===== config.mk =====
export PLATFORM = sky130hd
export DESIGN_NAME = draw_rect_char
export DESIGN_NICKNAME = d
export VERILOG_FILES = /design/src/rtl/vga_pkg.sv /design/src/rtl/draw_rect_char.sv
export SDC_FILE = /design/constraint.sdc
export NUM_CORES = 1
export LEC_CHECK = 0
export BUFFER_PORTS_ARGS = -buffer_cell sky130_fd_sc_hd__clkbuf_2
export CORE_MARGIN = 1
export CORE_UTILIZATION = 38
export CTS_CLUSTER_DIAMETER = 150
export DETAILED_ROUTE_END_ITERATION = 8
export SYNTH_ARGS = -nofsm -noshare
export SYNTH_HDL_FRONTEND = slang
export SYNTH_SLANG_ARGS = --single-unit
export TNS_END_PERCENT = 5

===== constraint.sdc =====
create_clock -name clk -period 2.3 [get_ports clk]
set_clock_uncertainty 0.05 [all_clocks]
set_input_delay 0.23 -clock clk [delete_from_list [all_inputs] [get_ports clk]]
set_output_delay 0.23 -clock clk [all_outputs]
set_load 0.01 [all_outputs]

===== src/rtl/vga_pkg.sv =====
// Shared VGA geometry, colour constants and the pipeline bus payload.
//   RECT_X / RECT_Y    : default text box origin (pixels / lines)
//   L_COLOR / BG_COLOR : default glyph and panel colours, 12'hRGB
//   vga_bus_t          : timing bus plus colour carried through draw stages
package vga_pkg;

  localparam int unsigned CNT_W = 11;
  localparam int unsigned RGB_W = 12;

  localparam logic [CNT_W-1:0] RECT_X   = 11'd600;
  localparam logic [CNT_W-1:0] RECT_Y   = 11'd100;
  localparam logic [RGB_W-1:0] L_COLOR  = 12'hEFF;
  localparam logic [RGB_W-1:0] BG_COLOR = 12'h60D;

  typedef struct packed {
    logic [CNT_W-1:0] hcount;
    logic [CNT_W-1:0] vcount;
    logic             hsync;
    logic             hblnk;
    logic             vsync;
    logic             vblnk;
    logic [RGB_W-1:0] rgb;
  } vga_bus_t;

endpackage


===== src/rtl/draw_rect_char.sv =====
// Text-overlay stage: renders a COLS x ROWS grid of 8x16 glyphs at (XPOS, YPOS)
// on top of the incoming VGA stream. Four-stage pipeline, latency 4.
//
// Ports:
//   clk, rst_n                      pixel clock, synchronous active-low reset
//   hcount_in .. rgb_in             upstream timing bus and colour
//   hcount_out .. rgb_out           same bus delayed by 4 cycles, glyphs overlaid
//   char_xy     (out, 8)            text-buffer address {row, col}, 1 cycle after input
//   char_code   (in, 7)             text-buffer ROM data, 1 cycle after char_xy
//   char_line   (out, 11)           font address {char_code, line}, combinational
//   char_pixels (in, 8)             font ROM row, bit 7 = leftmost pixel
//
// Configuration macro: TEXT_BG_EN -- when defined, non-glyph pixels inside the
// box are painted BG; when undefined they keep the delayed upstream colour.
module draw_rect_char
  import vga_pkg::*;
#(
  parameter logic [CNT_W-1:0] XPOS = RECT_X,
  parameter logic [CNT_W-1:0] YPOS = RECT_Y,
  parameter int unsigned      COLS = 16,
  parameter int unsigned      ROWS = 16,
  parameter logic [RGB_W-1:0] FG   = L_COLOR,
  parameter logic [RGB_W-1:0] BG   = BG_COLOR
) (
  input  logic             clk,
  input  logic             rst_n,
  input  logic [CNT_W-1:0] hcount_in,
  input  logic [CNT_W-1:0] vcount_in,
  input  logic             hsync_in,
  input  logic             hblnk_in,
  input  logic             vsync_in,
  input  logic             vblnk_in,
  input  logic [RGB_W-1:0] rgb_in,
  output logic [CNT_W-1:0] hcount_out,
  output logic [CNT_W-1:0] vcount_out,
  output logic             hsync_out,
  output logic             hblnk_out,
  output logic             vsync_out,
  output logic             vblnk_out,
  output logic [RGB_W-1:0] rgb_out,
  output logic [7:0]       char_xy,
  input  logic [6:0]       char_code,
  output logic [10:0]      char_line,
  input  logic [7:0]       char_pixels
);

  localparam logic [CNT_W-1:0] BOX_W = CNT_W'(8 * COLS);
  localparam logic [CNT_W-1:0] BOX_H = CNT_W'(16 * ROWS);

  vga_bus_t         in_bus;
  vga_bus_t         s1_bus, s2_bus, s3_bus, s4_bus;
  logic             s1_inside, s2_inside, s3_inside;
  logic [2:0]       s1_xbit, s2_xbit, s3_xbit;
  logic [3:0]       s1_line, s2_line;
  logic             s1_vld, s2_vld;
  logic [7:0]       xy_q;

  logic [CNT_W-1:0] rel_x, rel_y;
  logic             in_box;
  logic             pix;
  logic [RGB_W-1:0] rgb_next;

  assign in_bus = {hcount_in, vcount_in, hsync_in, hblnk_in, vsync_in, vblnk_in, rgb_in};

  // Box test on wrapped unsigned offsets: positions left of / above the box
  // become huge and fail the upper-bound compare.
  always_comb begin
    rel_x  = hcount_in - XPOS;
    rel_y  = vcount_in - YPOS;
    in_box = (rel_x < BOX_W) && (rel_y < BOX_H) && !hblnk_in && !vblnk_in;
  end

  // S1: text-buffer address plus glyph coordinates.
  always_ff @(posedge clk) begin
    if (!rst_n) begin
      s1_bus    <= '0;
      s1_inside <= 1'b0;
      s1_xbit   <= '0;
      s1_line   <= '0;
      s1_vld    <= 1'b0;
      xy_q      <= '0;
    end else begin
      s1_bus    <= in_bus;
      s1_inside <= in_box;
      s1_xbit   <= rel_x[2:0];
      s1_line   <= rel_y[3:0];
      s1_vld    <= 1'b1;
      xy_q      <= in_box ? {rel_y[7:4], rel_x[6:3]} : 8'h00;
    end
  end

  // S2: char_code arrives alongside this stage.
  always_ff @(posedge clk) begin
    if (!rst_n) begin
      s2_bus    <= '0;
      s2_inside <= 1'b0;
      s2_xbit   <= '0;
      s2_line   <= '0;
      s2_vld    <= 1'b0;
    end else begin
      s2_bus    <= s1_bus;
      s2_inside <= s1_inside;
      s2_xbit   <= s1_xbit;
      s2_line   <= s1_line;
      s2_vld    <= s1_vld;
    end
  end

  // Font address is held at zero until real data occupies S2, so the ROM's
  // output cannot leak onto char_line during or just after reset.
  assign char_line = s2_vld ? {char_code, s2_line} : 11'h000;
  assign char_xy   = xy_q;

  // S3: char_pixels arrives alongside this stage.
  always_ff @(posedge clk) begin
    if (!rst_n) begin
      s3_bus    <= '0;
      s3_inside <= 1'b0;
      s3_xbit   <= '0;
    end else begin
      s3_bus    <= s2_bus;
      s3_inside <= s2_inside;
      s3_xbit   <= s2_xbit;
    end
  end

  // Colour select: blanking wins, then glyph pixel, then panel / passthrough.
  always_comb begin
    pix      = char_pixels[3'd7 - s3_xbit];
    rgb_next = s3_bus.rgb;
    if (s3_bus.hblnk || s3_bus.vblnk) begin
      rgb_next = '0;
    end else if (s3_inside && pix) begin
      rgb_next = FG;
    end
`ifdef TEXT_BG_EN
    else if (s3_inside) begin
      rgb_next = BG;
    end
`endif
  end

  // S4: output register.
  always_ff @(posedge clk) begin
    if (!rst_n) begin
      s4_bus <= '0;
    end else begin
      s4_bus     <= s3_bus;
      s4_bus.rgb <= rgb_next;
    end
  end

  assign hcount_out = s4_bus.hcount;
  assign vcount_out = s4_bus.vcount;
  assign hsync_out  = s4_bus.hsync;
  assign hblnk_out  = s4_bus.hblnk;
  assign vsync_out  = s4_bus.vsync;
  assign vblnk_out  = s4_bus.vblnk;
  assign rgb_out    = s4_bus.rgb;

endmodule

; ---- Word-level counts from Yosys, hierarchy flattened
; Index checks and enable logic that the tools add are counted.
[classes]
add_sub_neg = 3
multipliers = 0
div_mod_pow = 0
order_cmp = 3
n_eq_ne = 0
n_shift = 0
n_mux = 5
n_bitwise = 1
n_reduce_logical = 10
[ops]
columns = op, count
row1 = 12-bit two-way mux, 1
row2 = "11-bit by 8-bit less-than comparator with 1-bit output, second input constant", 1
row3 = "11-bit by 9-bit less-than comparator with 1-bit output, second input constant", 1
row4 = 11-bit two-way mux, 1
row5 = "11-bit by 10-bit subtractor with 11-bit output, second input constant", 1
row6 = "11-bit by 7-bit subtractor with 11-bit output, second input constant", 1
row7 = 1-bit logical AND, 4
row8 = "3-bit by 4-bit less-than comparator with 1-bit output, second input constant", 1
row9 = 1-bit binary-select mux with 3-bit select, 1
row10 = 3-bit OR reduction, 1
row11 = "3-bit subtractor, first input constant", 1
row12 = 1-bit logical NOT, 2
row13 = 1-bit two-way mux, 2
row14 = 2-bit AND reduction, 1
row15 = 2-bit OR reduction, 1
row16 = 1-bit logical OR, 1
row17 = 1-bit NOT, 1
[word_totals]
register_bits = 182
latch_bits = 0
mem_bits_rw = 0
rom_bits = 0
input_bits = 55
output_inout_bits = 57
n_memories = 0

; ---- Depth between registers and ports, before layout
; Gate-level depths: netlist (run 1).
[logic_depth]
depth_word = 6
mapped_depth = 7
depth_no_buf = 6

; ---- Worst setup path after synthesis (run 1)
; Ideal clock, no wire load.
[synth_path]
kind = input -> register
from = input port vcount_in[2]
to = register xy_q[0] (netlist: char_xy[0])
setup_time_ns = 0.080
t_arrival_ns = 1.578
setup_slack_ns = 0.592
stages = 7
path_cell_list = inv_1 > ha_1 > nor4b_1 > nand4_1 > a211o_1 > buf_1 > a211oi_2
[synth_between]
elab_chain_cells = 6
[synth_lines]
columns = element, line
row1 = "start, declared", draw_rect_char.sv:28  ; input logic [CNT_W-1:0] vcount_in,
row2 = 11-bit by 7-bit subtractor with 11-bit output, draw_rect_char.sv:69  ; rel_y = vcount_in - YPOS;
row3 = 11-bit by 9-bit less-than comparator with 1-bit output, draw_rect_char.sv:70  ; in_box = (rel_x < BOX_W) && (rel_y < BOX_H) && !hblnk_in && !vblnk_in;
row4 = 1-bit logical AND (3 in a row), draw_rect_char.sv:70
row5 = 2-bit AND reduction (no line), --
row6 = "end signal, assigned", draw_rect_char.sv:88  ; xy_q <= in_box ? {rel_y[7:4], rel_x[6:3]} : 8'h00;
row7 = "end, declared", draw_rect_char.sv:56  ; logic [7:0] xy_q;
; Every way passes these cells.
; A chain may end at the register's enable or synchronous reset.

; ---- Worst setup path in the final report (run 1)
[layout_path]
from = input port vcount_in[2]
to = register xy_q[3] (netlist: char_xy[3])
[layout_between]
elab_chain_cells = 6
[layout_lines]
columns = element, line
row1 = 11-bit by 7-bit subtractor with 11-bit output, draw_rect_char.sv:69
row2 = via rel_y[2], draw_rect_char.sv:58  ; logic [CNT_W-1:0] rel_x, rel_y;
row3 = 11-bit by 9-bit less-than comparator with 1-bit output, draw_rect_char.sv:70
row4 = 1-bit logical AND (3 in a row), draw_rect_char.sv:70
row5 = 2-bit AND reduction (no line), --
; The timed path passes the listed nets, and every way through them passes these cells.

==> impl_metrics.csv, run 1 <==
group,metric,value,unit
outcome,status,"completed",
detailed_routing,totalWireLength,8490,um
cts,ctsResizeCount,0,
sta,hold_viol_final,0,
pwr,p_per_area,941,mW/mm^2
cts,insertion_delay,410,ps
final_layout,post-route-util,51.6,%
die,dieArea,0.0136,mm^2
sta,clock.fmax,483,MHz
final_layout,final_nets,610,
global_routing,gr-total-overflow,0,
yosys,netlist_area,0.00499,mm^2
detailed_routing,first_pass_iters,4,
worst_setup_path,path_max_fanout,9,
die,rows,41,
worst_setup_path,r2r-end,"rgb_out[5]",
final_layout,final_cell_mix,"dfxtp_1 (169), and2_1 (156), clkbuf_2 (110)",
final_layout,antennaDiodeCount,0,
global_routing,grt_usage,13.3,%
yosys,synth_nets,473,
min_path,min_to,"s1_bus[14]",
sta,setup_tns,0,ps
sta,maxSlewViolCount,0,
yosys,synth_ff_type,"dfxtp_1",
yosys,synth-compound-area-share,5.17,%
placed_design,place_hpwl,5450,um
cts,cts_tree,"yes",
worst_setup_path,crit_path_start_kind,"primary input",
yosys,ys_seq_area_share,67.9,%
min_path,hp-class,"primary input to flop",
global_routing,gr-usage-met2,20.0,%
final_layout,fillCellCount,1171,
worst_setup_path,worst-setup-path-type,"primary input to flop",
worst_setup_path,regToRegSetupSlack,610,ps
run,drv_cap,0,
worst_setup_path,critPathRequiredTime,2570,ps
sta,min_period,2070,ps
sta,setup_viol_count_final,0,
detailed_routing,drc,0,
global_routing,busiest_layer,"met2",
detailed_routing,dr.first_iter.drc_count,119,
pwr,p_sw_share,19.4,%
yosys,yosys.area_share.adder,0.502,%
cts,cts_buffers,17,
final_layout,final_layout_size_suffix_gt1_share,27.4,%
sta,worst_pin_slew,537,ps
yosys,async_reset_ff_share,0,%
yosys,synth_xor_area_share,1.23,%
worst_setup_path,r2r_cells,4,
min_path,hp-start,"hblnk_in",
detailed_routing,vias_per_cell,4.12,
pwr,combPwrFrac,4.4,%
global_routing,grt_pass1_wl,13400,um
cts,cts_sinks,169,
global_routing,grt.met3_usage,5.35,%
final_layout,mostFrequentLayoutCell,"dfxtp_1",
worst_setup_path,crit_chain,"dlygate4sd3_1 -> clkbuf_2 -> inv_1 -> ha_1 -> nor4b_1 -> nand4_1 -> a211o_1 -> a211oi_2",
global_routing,grt_max_degree,76,
yosys,synth-edff-count,0,
cts,root_buffer,"clkbuf_16",
die,start_util,39.2,%
sta,rsz0062_at_grt,"no",
yosys,muxShareOfSynthArea,0.828,%
cts,postCtsHoldBufs,27,
yosys,synthSimpleGateAreaFrac,22.3,%
detailed_routing,ant_nets,0,
pwr,p_switching,0.00120,W
sta,maxSlewHeadroom,64.2,%
worst_setup_path,crit_path_end_kind,"flop",
yosys,yosysUniqueCellTypes,33,
detailed_routing,post_drt_wl_per_cell,11.5,um
die,core_region_area,0.0127,mm^2
sta,final.period_utilization,90.0,%
global_routing,grt_pass1_vias,2881,
yosys,yosys_warnings,0,
yosys,synthCells,416,
yosys,synth_top_family_by_area,"simple AND/OR/NAND/NOR gates",
pwr,seq_power_share,49.3,%
final_layout,syn_to_final_growth,31.7,%
worst_setup_path,crit_slowest_cell,"dlygate4sd3_1",
placed_design,gp_congestion,0.731,
worst_setup_path,worst-path-stages,8,
cts,postCtsSetupBuffers,0,
pwr,ir_drop,0.536,mV
die,die_x,117,um
cts,h-tree-depth,4,
global_routing,antenna_found_initial,0,
pwr,leakage,3.00,nW
min_path,holdPathStages,2,
worst_setup_path,crit_family,"buffers and inverters",
worst_setup_path,cpPeakStageDelay,520,ps
worst_setup_path,rr_startpoint,"s3_bus[28]",
die,die_h,117,um
placed_design,place.port_buffers,111,
die,io_pins,112,
cts,clock_path_buffers,2,
cts,clk_pin_slew,60,ps
yosys,synth.avg_cell_area,12.0,um^2
yosys,ys_ff_latch,169,
worst_setup_path,crit_buf_inv,3,
worst_setup_path,crit_arrival,2340,ps
detailed_routing,vias,3036,
pwr,pwr-share-clk,46.3,%
pwr,p_int,0.00498,W
global_routing,grt_use_met1,16.3,%
-- power by group through the flow --
stage / logic [W] / clock network, W / registers (W)
global route: 0.000306 / 0.00307 / 0.00306
CTS: 0.000275 / 0.00292 / 0.00305
detailed placement: 0.000237 / 0 / 0.00311
floorplan: 0.000135 / 0 / 0.00311
finish: 0.000272 / 0.00286 / 0.00305
global placement: 0.000232 / 0 / 0.00311
-- through the flow --
| step | total power [W] | hold WS [ps] | instance area [um^2] | instances | setup slack, ps |
|---|---|---|---|---|---|
| 2_1_floorplan | 0.00324 | 208 | 4990 | 416 | 592 |
| 3_3_place_gp | 0.00334 | 359 | 5690 | 679 | 449 |
| 3_5_place_dp | 0.00335 | 362 | 5690 | 679 | 318 |
| 4_1_cts | 0.00624 | 2.39 | 6570 | 737 | 207 |
| 5_1_grt | 0.00643 | 5.90 | 6570 | 737 | 34.8 |
| 6_report | 0.00618 | 14.6 | 6570 | 737 | 230 |
-- cells by family after synthesis --
family	count (synthesis)
fa+ha+maj	2
compound gates	30
mux	4
simple gates	178
flops	169
xor+xnor	7
buf+inv	26
-- layer usage --
layer | vias up | routed length, um
met1 | 1369 | 4030
li1 | 1582 | -
met5 | - | 0
met3 | 14 | 454
met2 | 71 | 3830
met4 | 0 | 176
-- cells in the mapped netlist (all sizes together), types with 3 or more instances --
library cell | number | area, um^2
inv | 3 | 11.3
and2 | 156 | 976
nor2b | 7 | 43.8
mux2i | 3 | 30.0
a211oi | 8 | 100
dfxtp | 169 | 3380
a21o | 11 | 82.6
nand2 | 4 | 17.5
buf | 4 | 25.0
clkbuf | 19 | 71.3
nor2 | 3 | 11.3
xor2 | 5 | 43.8
-- registers in the layout (all words and copies together), names as in the netlist, 2 cells and up --
| signal | cells |
|---|---|
| vcount_out | 11 |
| s1_bus | 38 |
| hcount_out | 11 |
| rgb_out | 12 |
| s2_bus | 38 |
| s1_line | 2 |
| char_xy | 8 |
| s3_bus | 38 |
| s2_line | 2 |
-- area by class of cell --
cell class	count	area, um^2	area share [%]
clock buffer	23	488	7.43
clock inverter	8	118	1.79
inverter	3	11.3	0.171
multi-input combinational	221	1500	22.8
sequential	169	3380	51.5
tap	172	215	3.28
timing repair buffer	141	851	13.0
-- worst max-delay path by stage --
| stage | start | end | slack, ps |
|---|---|---|---|
| floorplan | vcount_in[2] | char_xy[0] | 590 |
| global placement | vcount_in[2] | char_xy[0] | 450 |
| detailed placement | vcount_in[2] | char_xy[3] | 320 |
| CTS | vcount_in[2] | char_xy[3] | 210 |
| global route | vcount_in[2] | char_xy[4] | 30 |
| finish | vcount_in[2] | char_xy[3] | 230 |
Power figures use the tool's default switching activity.
==> run 2: changes to the inputs <==
REMOVE_ABC_BUFFERS = 1   (was unset)
==> impl_metrics.csv, run 2 (synthesis results as in run 1) <==
group,metric,value,unit
final_layout,fillCellCount,1164,
final_layout,syn_to_final_growth,33.6,%
die,rows,41,
worst_setup_path,crit_buf_inv,3,
placed_design,gp_congestion,0.737,
pwr,ir_drop,0.407,mV
min_path,hp-class,"primary input to flop",
sta,clock.fmax,483,MHz
worst_setup_path,crit_path_start_kind,"primary input",
die,die_h,117,um
placed_design,place_hpwl,5000,um
run,drv_cap,0,
final_layout,top_regs,"s1_bus: 38 flops, s2_bus: 38 flops, s3_bus: 38 flops",
cts,clk_pin_slew,60,ps
pwr,leakage,3.04,nW
cts,h-tree-depth,4,
global_routing,grt_pass1_wl,12500,um
worst_setup_path,worst-setup-path-type,"primary input to flop",
detailed_routing,vias_per_cell,4.13,
cts,postCtsSetupBuffers,0,
worst_setup_path,cpPeakStageDelay,520,ps
sta,setup_viol_count_final,0,
placed_design,place.port_buffers,111,
worst_setup_path,critPathRequiredTime,2590,ps
detailed_routing,totalWireLength,7810,um
sta,min_period,2070,ps
sta,worst_pin_slew,509,ps
final_layout,final_layout_size_suffix_gt1_share,27.7,%
sta,hold_viol_final,0,
global_routing,antenna_found_initial,0,
final_layout,antennaDiodeCount,0,
global_routing,grt_max_degree,55,
cts,insertion_delay,410,ps
sta,setup_ws,229,ps
worst_setup_path,path_max_fanout,9,
worst_setup_path,crit_family,"compound AO/OA/AOI/OAI gates",
detailed_routing,post_drt_wl_per_cell,10.5,um
die,core_region_area,0.0127,mm^2
detailed_routing,first_pass_iters,4,
worst_setup_path,crit_slowest_cell,"dlygate4sd3_1",
cts,ctsResizeCount,0,
cts,cts_tree,"yes",
global_routing,grt_pass1_vias,2763,
die,die_x,117,um
global_routing,grt_usage,12.3,%
sta,maxSlewViolCount,0,
detailed_routing,drc,0,
final_layout,final_nets,614,
die,dieArea,0.0136,mm^2
detailed_routing,dr.first_iter.drc_count,144,
cts,cts_sinks,169,
sta,hold_slack,25.6,ps
die,start_util,39.2,%
cts,postCtsHoldBufs,30,
sta,rsz0062_at_grt,"no",
placed_design,post-place-ws,345,ps
cts,clock_path_buffers,2,
worst_setup_path,crit_path_end_kind,"flop",
pwr,total_power,0.00644,W
cts,root_buffer,"clkbuf_16",
final_layout,mostFrequentLayoutCell,"dfxtp_1",
global_routing,gr-total-overflow,0,
cts,cts_buffers,17,
outcome,status,"completed",
pwr,p_per_area,967,mW/mm^2
detailed_routing,vias,3063,
die,io_pins,112,
sta,maxSlewHeadroom,66.1,%
worst_setup_path,crit_arrival,2360,ps
final_layout,final_cell_mix,"dfxtp_1 (169), and2_1 (156), clkbuf_2 (110)",
sta,setup_tns,0,ps
sta,final.period_utilization,90.1,%
detailed_routing,ant_nets,0,
worst_setup_path,crit_chain,"dlygate4sd3_1 -> clkbuf_2 -> inv_1 -> ha_1 -> nor4b_1 -> nand4_1 -> a211o_1 -> a211oi_2",
==> run 2: report_power, final <==
group	leakage, nW	switching, W	internal [W]
Clock	0.323	0.00112	0.00200
Combinational	1.33	0.000124	0.000150
Sequential	1.38	0.0000211	0.00302
Total	3.04	0.00127	0.00517
==> run 2: layout make-up <==
cell class                      count  area (um^2)  area share [%]
Tap cell                          172          215            3.23
Sequential cell                   169         3380            50.8
Inverter                            3         11.3           0.169
Clock inverter                     13          215            3.23
Timing Repair Buffer              145          888            13.3
Clock buffer                       19          453            6.80
Multi-Input combinational cell    221         1500            22.4
==> run 2: per-layer routing <==
metal | wire length, um | global-route usage, %
met5 | 0 | 0
met2 | 3440 | 18.6
met1 | 3690 | 14.5
met4 | 185 | 7.85
met3 | 498 | 5.09
==> run 2: per-stage QoR <==
stage	std cells	utilization, %	area (um^2)
after floorplan	393	-	4890
after global placement	680	44.7	5690
after detailed placement	680	44.7	5690
after CTS	742	52.4	6660
after global routing	742	52.4	6660
final	742	52.4	6660
==> run 2: worst paths after layout <==
check,start,endpoint,slack [ps],cells after the start
min reg2reg,s3_bus[8],rgb_out[8],360,2
max reg2reg,s3_bus[28],rgb_out[4],660,4
max,vcount_in[2],char_xy[7],230,8
min,hcount_in[5],s1_bus[32],30,2
